==> config.mk <==
export PLATFORM = sky130hd
export DESIGN_NAME = trace_replay_source
export DESIGN_NICKNAME = d
export VERILOG_FILES = /design/src/rtl/trace_replay_source_pkg.sv /design/src/rtl/trace_replay_source_sync_fifo.sv /design/src/rtl/trace_replay_source.sv
export SDC_FILE = /design/constraint.sdc
export NUM_CORES = 1
export LEC_CHECK = 0
export ABC_AREA = 0
export BUFFER_PORTS_ARGS = -buffer_cell sky130_fd_sc_hd__buf_4
export CAP_MARGIN = 20
export CORE_AREA = 2 2 128 130
export CTS_BUF_LIST = sky130_fd_sc_hd__clkbuf_2 sky130_fd_sc_hd__clkbuf_4 sky130_fd_sc_hd__clkbuf_8
export DETAILED_ROUTE_END_ITERATION = 10
export DIE_AREA = 0 0 130 132
export GPL_TIMING_DRIVEN = 0
export PLACE_DENSITY = 0.71
export SKIP_LAST_GASP = 1
export SLEW_MARGIN = 10
export SYNTH_ARGS = -nofsm -noshare
export SYNTH_HDL_FRONTEND = slang
export SYNTH_HIERARCHICAL = 1
export SYNTH_SLANG_ARGS = --single-unit
export TNS_END_PERCENT = 20
==> constraint.sdc <==
create_clock -name clk -period 5.9 [get_ports clk]
set_clock_uncertainty 0.2 [all_clocks]
set_input_delay 1.18 -clock clk [delete_from_list [all_inputs] [get_ports clk]]
set_output_delay 1.18 -clock clk [all_outputs]
set_load 0.02 [all_outputs]
==> src/rtl/trace_replay_source_pkg.sv <==
// Shared types for the trace replay engine.
package trace_replay_source_pkg;

  typedef enum logic [1:0] {
    IDLE  = 2'd0,
    ISSUE = 2'd1,
    DRAIN = 2'd2,
    DONE  = 2'd3
  } replay_state_t;

endpackage

==> src/rtl/trace_replay_source_sync_fifo.sv <==
// Show-ahead synchronous FIFO with flush; read data valid whenever !empty.
// Push and pop in the same cycle are accepted even when full; push while full without pop is dropped.
module sync_fifo #(
  parameter int WIDTH = 33,
  parameter int DEPTH = 4
) (
  input  logic                       clk,
  input  logic                       rst,
  input  logic                       flush,
  input  logic                       push,
  input  logic [WIDTH-1:0]           din,
  input  logic                       pop,
  output logic [WIDTH-1:0]           dout,
  output logic                       full,
  output logic                       empty,
  output logic [$clog2(DEPTH):0]     count
);
  localparam int PW = $clog2(DEPTH);
  localparam int CW = PW + 1;

  logic [WIDTH-1:0] mem [DEPTH];
  logic [PW-1:0]    wr_ptr;
  logic [PW-1:0]    rd_ptr;
  logic             wr_en;
  logic             rd_en;

  assign full  = (count == CW'(DEPTH));
  assign empty = (count == '0);
  assign wr_en = push && !flush && (!full || pop);
  assign rd_en = pop && !flush && !empty;
  assign dout  = mem[rd_ptr];

  always_ff @(posedge clk) begin
    if (wr_en) mem[wr_ptr] <= din;
  end

  always_ff @(posedge clk or posedge rst) begin
    if (rst) begin
      wr_ptr <= '0;
      rd_ptr <= '0;
      count  <= '0;
    end else if (flush) begin
      wr_ptr <= '0;
      rd_ptr <= '0;
      count  <= '0;
    end else begin
      if (wr_en) wr_ptr <= wr_ptr + PW'(1);
      if (rd_en) rd_ptr <= rd_ptr + PW'(1);
      case ({wr_en, rd_en})
        2'b10:   count <= count + CW'(1);
        2'b01:   count <= count - CW'(1);
        default: count <= count;
      endcase
    end
  end

endmodule

==> src/rtl/trace_replay_source.sv <==
// Replays a block of SRAM words onto an AXI-Stream master; first beat 3 cycles after start.
// Reads are throttled so in-flight plus buffered words never exceed FIFO_DEPTH under backpressure.
module trace_replay_source
  import trace_replay_source_pkg::*;
#(
  parameter int DATA_WIDTH = 32,
  parameter int ADDR_WIDTH = 16,
  parameter int FIFO_DEPTH = 4
) (
  input  logic                  clk,
  input  logic                  rst,
  input  logic                  start,
  input  logic [ADDR_WIDTH-1:0] base_addr,
  input  logic [ADDR_WIDTH:0]   num_words,
  input  logic                  abort,
  output logic                  busy,
  output logic                  done,
  output logic                  mem_read_en,
  output logic [ADDR_WIDTH-1:0] mem_addr,
  input  logic [DATA_WIDTH-1:0] mem_read_data,
  output logic                  m_tvalid,
  input  logic                  m_tready,
  output logic [DATA_WIDTH-1:0] m_tdata,
  output logic                  m_tlast
);
  localparam int CW = $clog2(FIFO_DEPTH) + 1;
  localparam logic [ADDR_WIDTH:0] ONE = 1;

  replay_state_t         state, state_nxt;
  logic [ADDR_WIDTH-1:0] addr;
  logic [ADDR_WIDTH:0]   remaining;
  logic                  inflight, inflight_last;
  logic                  issue, flush, beat, start_ok, can_issue;
  logic                  fifo_full, fifo_empty;
  logic [CW-1:0]         fifo_count, occupancy;
  logic [DATA_WIDTH:0]   fifo_dout;

  assign occupancy = fifo_count + CW'(inflight);
  assign can_issue = !fifo_full && (occupancy < CW'(FIFO_DEPTH));
  assign start_ok  = (state == IDLE) && start && !abort;
  assign beat      = m_tvalid && m_tready;

  always_comb begin
    state_nxt = state;
    issue     = 1'b0;
    flush     = 1'b0;
    case (state)
      IDLE: begin
        if (start_ok) state_nxt = (num_words == '0) ? DONE : ISSUE;
      end
      ISSUE: begin
        issue = can_issue;
        if (abort) begin
          state_nxt = DONE;
          flush     = 1'b1;
        end else if (issue && remaining == ONE) begin
          state_nxt = DRAIN;
        end
      end
      DRAIN: begin
        if (abort) begin
          state_nxt = DONE;
          flush     = 1'b1;
        end else if (beat && m_tlast) begin
          state_nxt = DONE;
        end
      end
      DONE:    state_nxt = IDLE;
      default: state_nxt = IDLE;
    endcase
  end

  always_ff @(posedge clk or posedge rst) begin
    if (rst) begin
      state         <= IDLE;
      addr          <= '0;
      remaining     <= '0;
      inflight      <= 1'b0;
      inflight_last <= 1'b0;
    end else begin
      state         <= state_nxt;
      // a read issued during an abort cycle returns after the flush and is dropped
      inflight      <= issue && !flush;
      inflight_last <= issue && (remaining == ONE);
      if (start_ok) begin
        addr      <= base_addr;
        remaining <= num_words;
      end else if (issue) begin
        addr      <= addr + ADDR_WIDTH'(1);
        remaining <= remaining - ONE;
      end
    end
  end

  sync_fifo #(
    .WIDTH(DATA_WIDTH + 1),
    .DEPTH(FIFO_DEPTH)
  ) u_fifo (
    .clk   (clk),
    .rst   (rst),
    .flush (flush),
    .push  (inflight),
    .din   ({inflight_last, mem_read_data}),
    .pop   (beat),
    .dout  (fifo_dout),
    .full  (fifo_full),
    .empty (fifo_empty),
    .count (fifo_count)
  );

  assign busy        = (state != IDLE);
  assign done        = (state == DONE);
  assign mem_read_en = issue;
  assign mem_addr    = addr;
  assign m_tvalid    = !fifo_empty;
  assign m_tdata     = fifo_empty ? '0 : fifo_dout[DATA_WIDTH-1:0];
  assign m_tlast     = !fifo_empty && fifo_dout[DATA_WIDTH];

endmodule
---- Yosys cells after proc, flatten, opt, wreduce, memory -nomap -nowiden ----
Memories as Yosys holds them, arrays and structs flattened.
Cells that the tools add are included.
storage, ports and cells
  register bits after elaboration ......... 44
  memories ................................ 1
  word-level logic and storage cells ...... 78
  RAM bits ................................ 132
memories
  memory      words  bits a word  rd ports  clocked after memory_dff  write ports  RTL line                             text
  u_fifo.mem  4      33           1         0                         1            trace_replay_source_sync_fifo.sv:21  logic [WIDTH-1:0] mem [DEPTH];
operators by class
  reduce and logical (&&, ||, !) cells .... 28
  add/subtract/negate cells ............... 7
  mux-type cells .......................... 23
  equal/unequal tests ..................... 10
  magnitude comparators ................... 1
operators by type and width
  operator                                                               count
  17-bit two-way mux                                                     2
  16-bit two-way mux                                                     2
  32-bit two-way mux                                                     1
  2-bit two-way mux                                                      10
  17-bit by 1-bit == test with 1-bit output (second input constant)      1
  17-bit logical NOT                                                     1
  17-bit by 1-bit subtractor with 17-bit output (second input constant)  1
  16-bit by 1-bit adder with 16-bit output (second input constant)       1
  1-bit logical AND                                                      13
  2-bit case mux with 4 select lines                                     1
  2-bit nonzero test                                                     4
  2-bit == test (second input constant)                                  3
  3-bit inequality test (second input constant)                          2
  3-bit case mux with 2 select lines                                     1
  1-bit two-way mux                                                      5
  2-bit by 1-bit adder with 2-bit output (second input constant)         2
  2-bit by 1-bit == test with 1-bit output (second input constant)       2
  1-bit logical NOT                                                      4
  3-bit by 1-bit adder with 3-bit output                                 1
  3-bit by 1-bit adder with 3-bit output (second input constant)         1
  3-bit == test (second input constant)                                  1
  3-bit logical NOT                                                      1
  3-bit < comparator (second input constant)                             1
  3-bit two-way mux                                                      1
  7 further kinds                                                        7

---- Depth between registers and ports, before layout ----
  depth in word-level cells ............... 9
  mapped depth ............................ 11
  gate-level depth less buffers ........... 11

---- By module ----
The synthesis kept the hierarchy.
modules (own cells, without submodules)
  module               cells an instance  area each (µm²)  times used  sequential area each (µm²)
  sync_fifo            225                5280.1           1           4139.0
  trace_replay_source  292                2477.4           1           925.9

---- Worst setup path after synthesis ----
No wires, ideal clock.
  path type ............................... input-to-reg
  start ................................... input m_tready
  end ..................................... memory u_fifo.mem[0][0], enable pin
  arrival ................................. 2.676 ns
  library setup time ...................... 0.393 ns
  cell stages on the path ................. 4
  slack ................................... 2.631 ns
  cell sequence ........................... nor2b_1 > inv_1 > a21oi_4 > and2_1
on the way
  word-level cells in the longest chain between the ends .. 5
RTL lines
  what                                     RTL line                             text
  from (decl)                              trace_replay_source.sv:22            input logic m_tready,
  1-bit logical AND                        trace_replay_source.sv:41            assign beat = m_tvalid && m_tready;
  1-bit logical OR                         trace_replay_source_sync_fifo.sv:29  assign wr_en = push && !flush && (!full || pop);
  1-bit logical AND                        trace_replay_source_sync_fifo.sv:29
  1-bit two-way mux                        trace_replay_source_sync_fifo.sv:34  if (wr_en) mem[wr_ptr] <= din;
  1-bit two-way mux (implied by the code)  trace_replay_source_sync_fifo.sv:34
  to (decl)                                trace_replay_source_sync_fifo.sv:21
Every way passes these cells.

---- Worst setup path in the final report ----
  start ................................... register u_fifo.count[1]
  end ..................................... output m_tdata[28]
on the way
  word-level cells in the longest chain between the ends .. 2
RTL lines
  what                    RTL line                             text
  from (decl)             trace_replay_source_sync_fifo.sv:16  output logic [$clog2(DEPTH):0] count
  from (signal assigned)  trace_replay_source_sync_fifo.sv:50  2'b10: count <= count + CW'(1);
  from (signal assigned)  trace_replay_source_sync_fifo.sv:51  2'b01: count <= count - CW'(1);
  from (signal assigned)  trace_replay_source_sync_fifo.sv:52  default: count <= count;
  3-bit logical NOT       trace_replay_source_sync_fifo.sv:28  assign empty = (count == '0);
  net fifo_empty          trace_replay_source.sv:34            logic fifo_full, fifo_empty;
  32-bit two-way mux      trace_replay_source.sv:116           assign m_tdata = fifo_empty ? '0 : fifo_dout[DATA_WIDTH-1:0];
  to (decl)               trace_replay_source.sv:23            output logic [DATA_WIDTH-1:0] m_tdata,
The timed path passes the listed nets, and every way through them passes these cells.

==> impl_metrics.env <==
export IMPL_status="finished, final reports clean"
export IMPL_drt_wl_total_um=16510
export IMPL_grt_max_degree=38
export IMPL_startpoint_type="flip-flop"
export IMPL_r2r_start="u_fifo/count[1]$_DFFE_PP0P_"
export IMPL_r2r_cells=10
export IMPL_die_area_um2=17160
export IMPL_rows=46
export IMPL_htreeDepth=4
export IMPL_worst_path_max_delay_cell="nor3_2"
export IMPL_grt_usage_pct=20.14
export IMPL_finalSetupViolations=0
export IMPL_via_per_inst=5.452
export IMPL_relSlewSlack_pct=35.51
export IMPL_die_width_um=130
export IMPL_synth_cell_types=51
export IMPL_syn_nets=600
export IMPL_synth_seq_cells=176
export IMPL_cts_tree="built"
export IMPL_numClockSinks=176
export IMPL_tightest_slew_ns=0.9641
export IMPL_cp_startpoint="u_fifo/count[1]$_DFFE_PP0P_"
export IMPL_path_cells="nor3_2, clkbuf_1, nor2b_1, buf_4"
export IMPL_routabilityCongestion=0.9173
export IMPL_power_frac_clock_pct=19.6
export IMPL_ctsHoldBuffers=0
export IMPL_synthArstFlopShare_pct=25.00
export IMPL_synth_edff_count=132
export IMPL_max_freq_mhz=254.1
export IMPL_areaGrowthSynthToFinish_pct=22.10
export IMPL_cts_root_buffer="clkbuf_8"
export IMPL_avgRoutedWirePerCell_um=18.55
export IMPL_syn_mean_instance_area_um2=15.00
export IMPL_r2r_end="u_fifo/count[2]$_DFFE_PP0P_"
export IMPL_first_iter_violations=385
export IMPL_vdd_drop_max_v=0.0003024
export IMPL_synth_cells=517
export IMPL_fin_crit_sh_pct=66.70
export IMPL_pwr_density_cell_nw_per_um2=473.0
export IMPL_cap_violations=0
export IMPL_grt_pass1_vias=5099
export IMPL_nets=745
export IMPL_post_cts_setup_buffers=0
export IMPL_slowest_delay_ns=0.72
export IMPL_drc_errors=0
export IMPL_worst_path_max_fanout=11
export IMPL_clock_path_buffers=2
export IMPL_coreArea_um2=15710
export IMPL_p_int_uw=2828
export IMPL_pwr_share_comb_pct=41.4
export IMPL_yosysWarnings=6
export IMPL_vias=4852
export IMPL_hold_ws_ns=0.2981
export IMPL_cp_end_kind="primary output"
export IMPL_n_antenna_cell=0
export IMPL_dominantRegCellSynth="edfxtp_1"
export IMPL_setup_tns_ns=0
export IMPL_finalCriticalPeriod_ns=3.935
export IMPL_clkTransAtPathRegs_ns=0.09
export IMPL_initial_core_util_pct=49.37
export IMPL_p_leak_uw=0.003449
export IMPL_cp_required_ns=4.52
export IMPL_syn_area_um2=7757
export IMPL_holdCritPathClass="flip-flop to flip-flop"
export IMPL_grt_pass1_wl_um=26150
export IMPL_critPathKind="flip-flop to primary output"
export IMPL_clk_latency_ns=0.46
export IMPL_reg2reg_slack_ns=2.32
export IMPL_fin_util_pct=60.28
export IMPL_cts_resized=0
export IMPL_rsz0062_at_grt="no"
export IMPL_crit_arrival_ns=2.56
export IMPL_dp_hpwl_um=11510
export IMPL_setup_worst_path_end="m_tdata[28]"
export IMPL_drtAntennaViolNets=0
export IMPL_grt_ovfl_total=0
export IMPL_pwr_share_seq_pct=39.0
export IMPL_die_h_um=132
export IMPL_antenna_found_initial=0
export IMPL_hold_viol_final=0
export IMPL_ioPinCount=123
export IMPL_synth_seq_area_share_pct=65.29
export IMPL_p_sw_share_pct=36.87
export IMPL_firstDrtPassIters=4
export IMPL_final_max_slew_viol_count=0
export IMPL_port_buffers=122
export IMPL_power_switching_uw=1652
export IMPL_drive_gt1_share_pct=31.16
export IMPL_cts_made_buffers=17
## through the flow
stage	instances	area [um2]	total power (uW)	setup slack [ns]
finish	890	9472	4480	1.965
global placement	855	8944	3557	1.851
detailed placement	859	9059	3641	2.238
floorplan	517	7757	2948	2.631
global route	890	9472	4729	1.827
CTS	890	9472	4524	1.825
## cell usage in the layout (no fill, tap or decap), drive strengths merged, types with 4 or more instances in the layout
cell type	synthesis	routed
mux2i	4	4
nor4	11	11
mux4	33	33
nor3	9	9
and3	5	5
xor2	19	19
ha	12	12
a31oi	4	4
nand4	14	14
and2	6	6
nand2b	6	6
buf	9	135
nor2b	36	36
dfrtp	44	44
nand2	6	6
a21oi	35	35
inv	15	22
or4	4	4
nand3	10	10
clkbuf	15	32
edfxtp	132	132
xnor2	14	14
nor2	44	44
## routing by layer
metal / part of all wire, % / track usage [%] / routed length [um] / vias up
met5: 0 / 0 / 0 / -
met4: 1.3 / 6.153 / 214 / 0
met3: 4.1 / 4.708 / 678 / 16
met2: 51 / 33.10 / 8442 / 112
met1: 43 / 26.75 / 7171 / 2482
li1: - / - / - / 2242
## cells by family (layout without fill, tap and decap cells)
family	after synthesis	after routing	share of synthesized area [%]
compound gates	52	52	4.000
xor+xnor	33	33	3.823
fa+ha+maj	13	13	2.194
buf+inv	39	196	2.064
flops	176	176	65.29
mux	39	39	10.44
simple gates	165	165	12.19
## critical path, delay by kind of cell, from the launching register on
| kind | cells | cell delay, ns |
|---|---|---|
| flops | 1 | 0.50 |
| simple gates | 2 | 0.87 |
| buf+inv | 2 | 0.72 |
## power groups by stage
| stage | clock network (uW) | registers [uW] | logic, uW |
|---|---|---|---|
| floorplan | 0 | 1800 | 1150 |
| global placement | 0 | 1760 | 1800 |
| detailed placement | 0 | 1770 | 1870 |
| CTS | 899 | 1750 | 1880 |
| global route | 944 | 1780 | 2010 |
| finish | 879 | 1750 | 1850 |
## cells in the mapped netlist, types with 3 or more instances
cell	number	area share (%)
edfxtp_1	132	51
dfrtp_1	44	14
nor2_1	44	2.1
nor2b_1	36	2.9
a21oi_1	34	2.2
mux4_2	33	9.6
xor2_1	18	2.0
clkbuf_1	15	0.73
inv_1	15	0.73
nand4_1	14	1.1
xnor2_1	14	1.6
ha_1	12	1.9
nand3_1	10	0.65
nor4_1	10	0.81
nor3_1	8	0.52
and2_1	6	0.48
nand2_1	6	0.29
and3_1	5	0.40
buf_2	5	0.32
nand2b_1	5	0.40
a31oi_1	4	0.32
mux2i_1	4	0.52
and4_1	3	0.34
or3_1	3	0.24
or4_1	3	0.29
## registers in the layout (all words and copies together), names as in the netlist
signal	count
u_fifo/mem	132
remaining	17
mem_addr	16
u_fifo/count	3
state	2
u_fifo/rd_ptr	2
u_fifo/wr_ptr	2
inflight	1
inflight_last	1
## worst min path at each step
stage	depth (start not counted)	to	start
after global placement	0	u_fifo/mem[3][32]$_DFFE_PP_	inflight_last$_DFF_PP0_
after floorplan	0	u_fifo/mem[0][32]$_DFFE_PP_	inflight_last$_DFF_PP0_
after CTS	0	u_fifo/mem[2][32]$_DFFE_PP_	inflight_last$_DFF_PP0_
after detailed placement	0	u_fifo/mem[3][32]$_DFFE_PP_	inflight_last$_DFF_PP0_
after global routing	0	u_fifo/mem[2][32]$_DFFE_PP_	inflight_last$_DFF_PP0_
final	0	u_fifo/mem[2][32]$_DFFE_PP_	inflight_last$_DFF_PP0_
## area by class of cell
type                            count  area [um2]
Sequential cell                   176        5065
Clock buffer                       17       234.0
Clock inverter                     14       178.9
Fill cell                        1208        6241
Multi-Input combinational cell    302        2537
Timing Repair Buffer              126        1026
Inverter                           15       56.30
Tap cell                          216       270.3
Buffer                             24       103.9
Power figures use the tool's default switching activity.
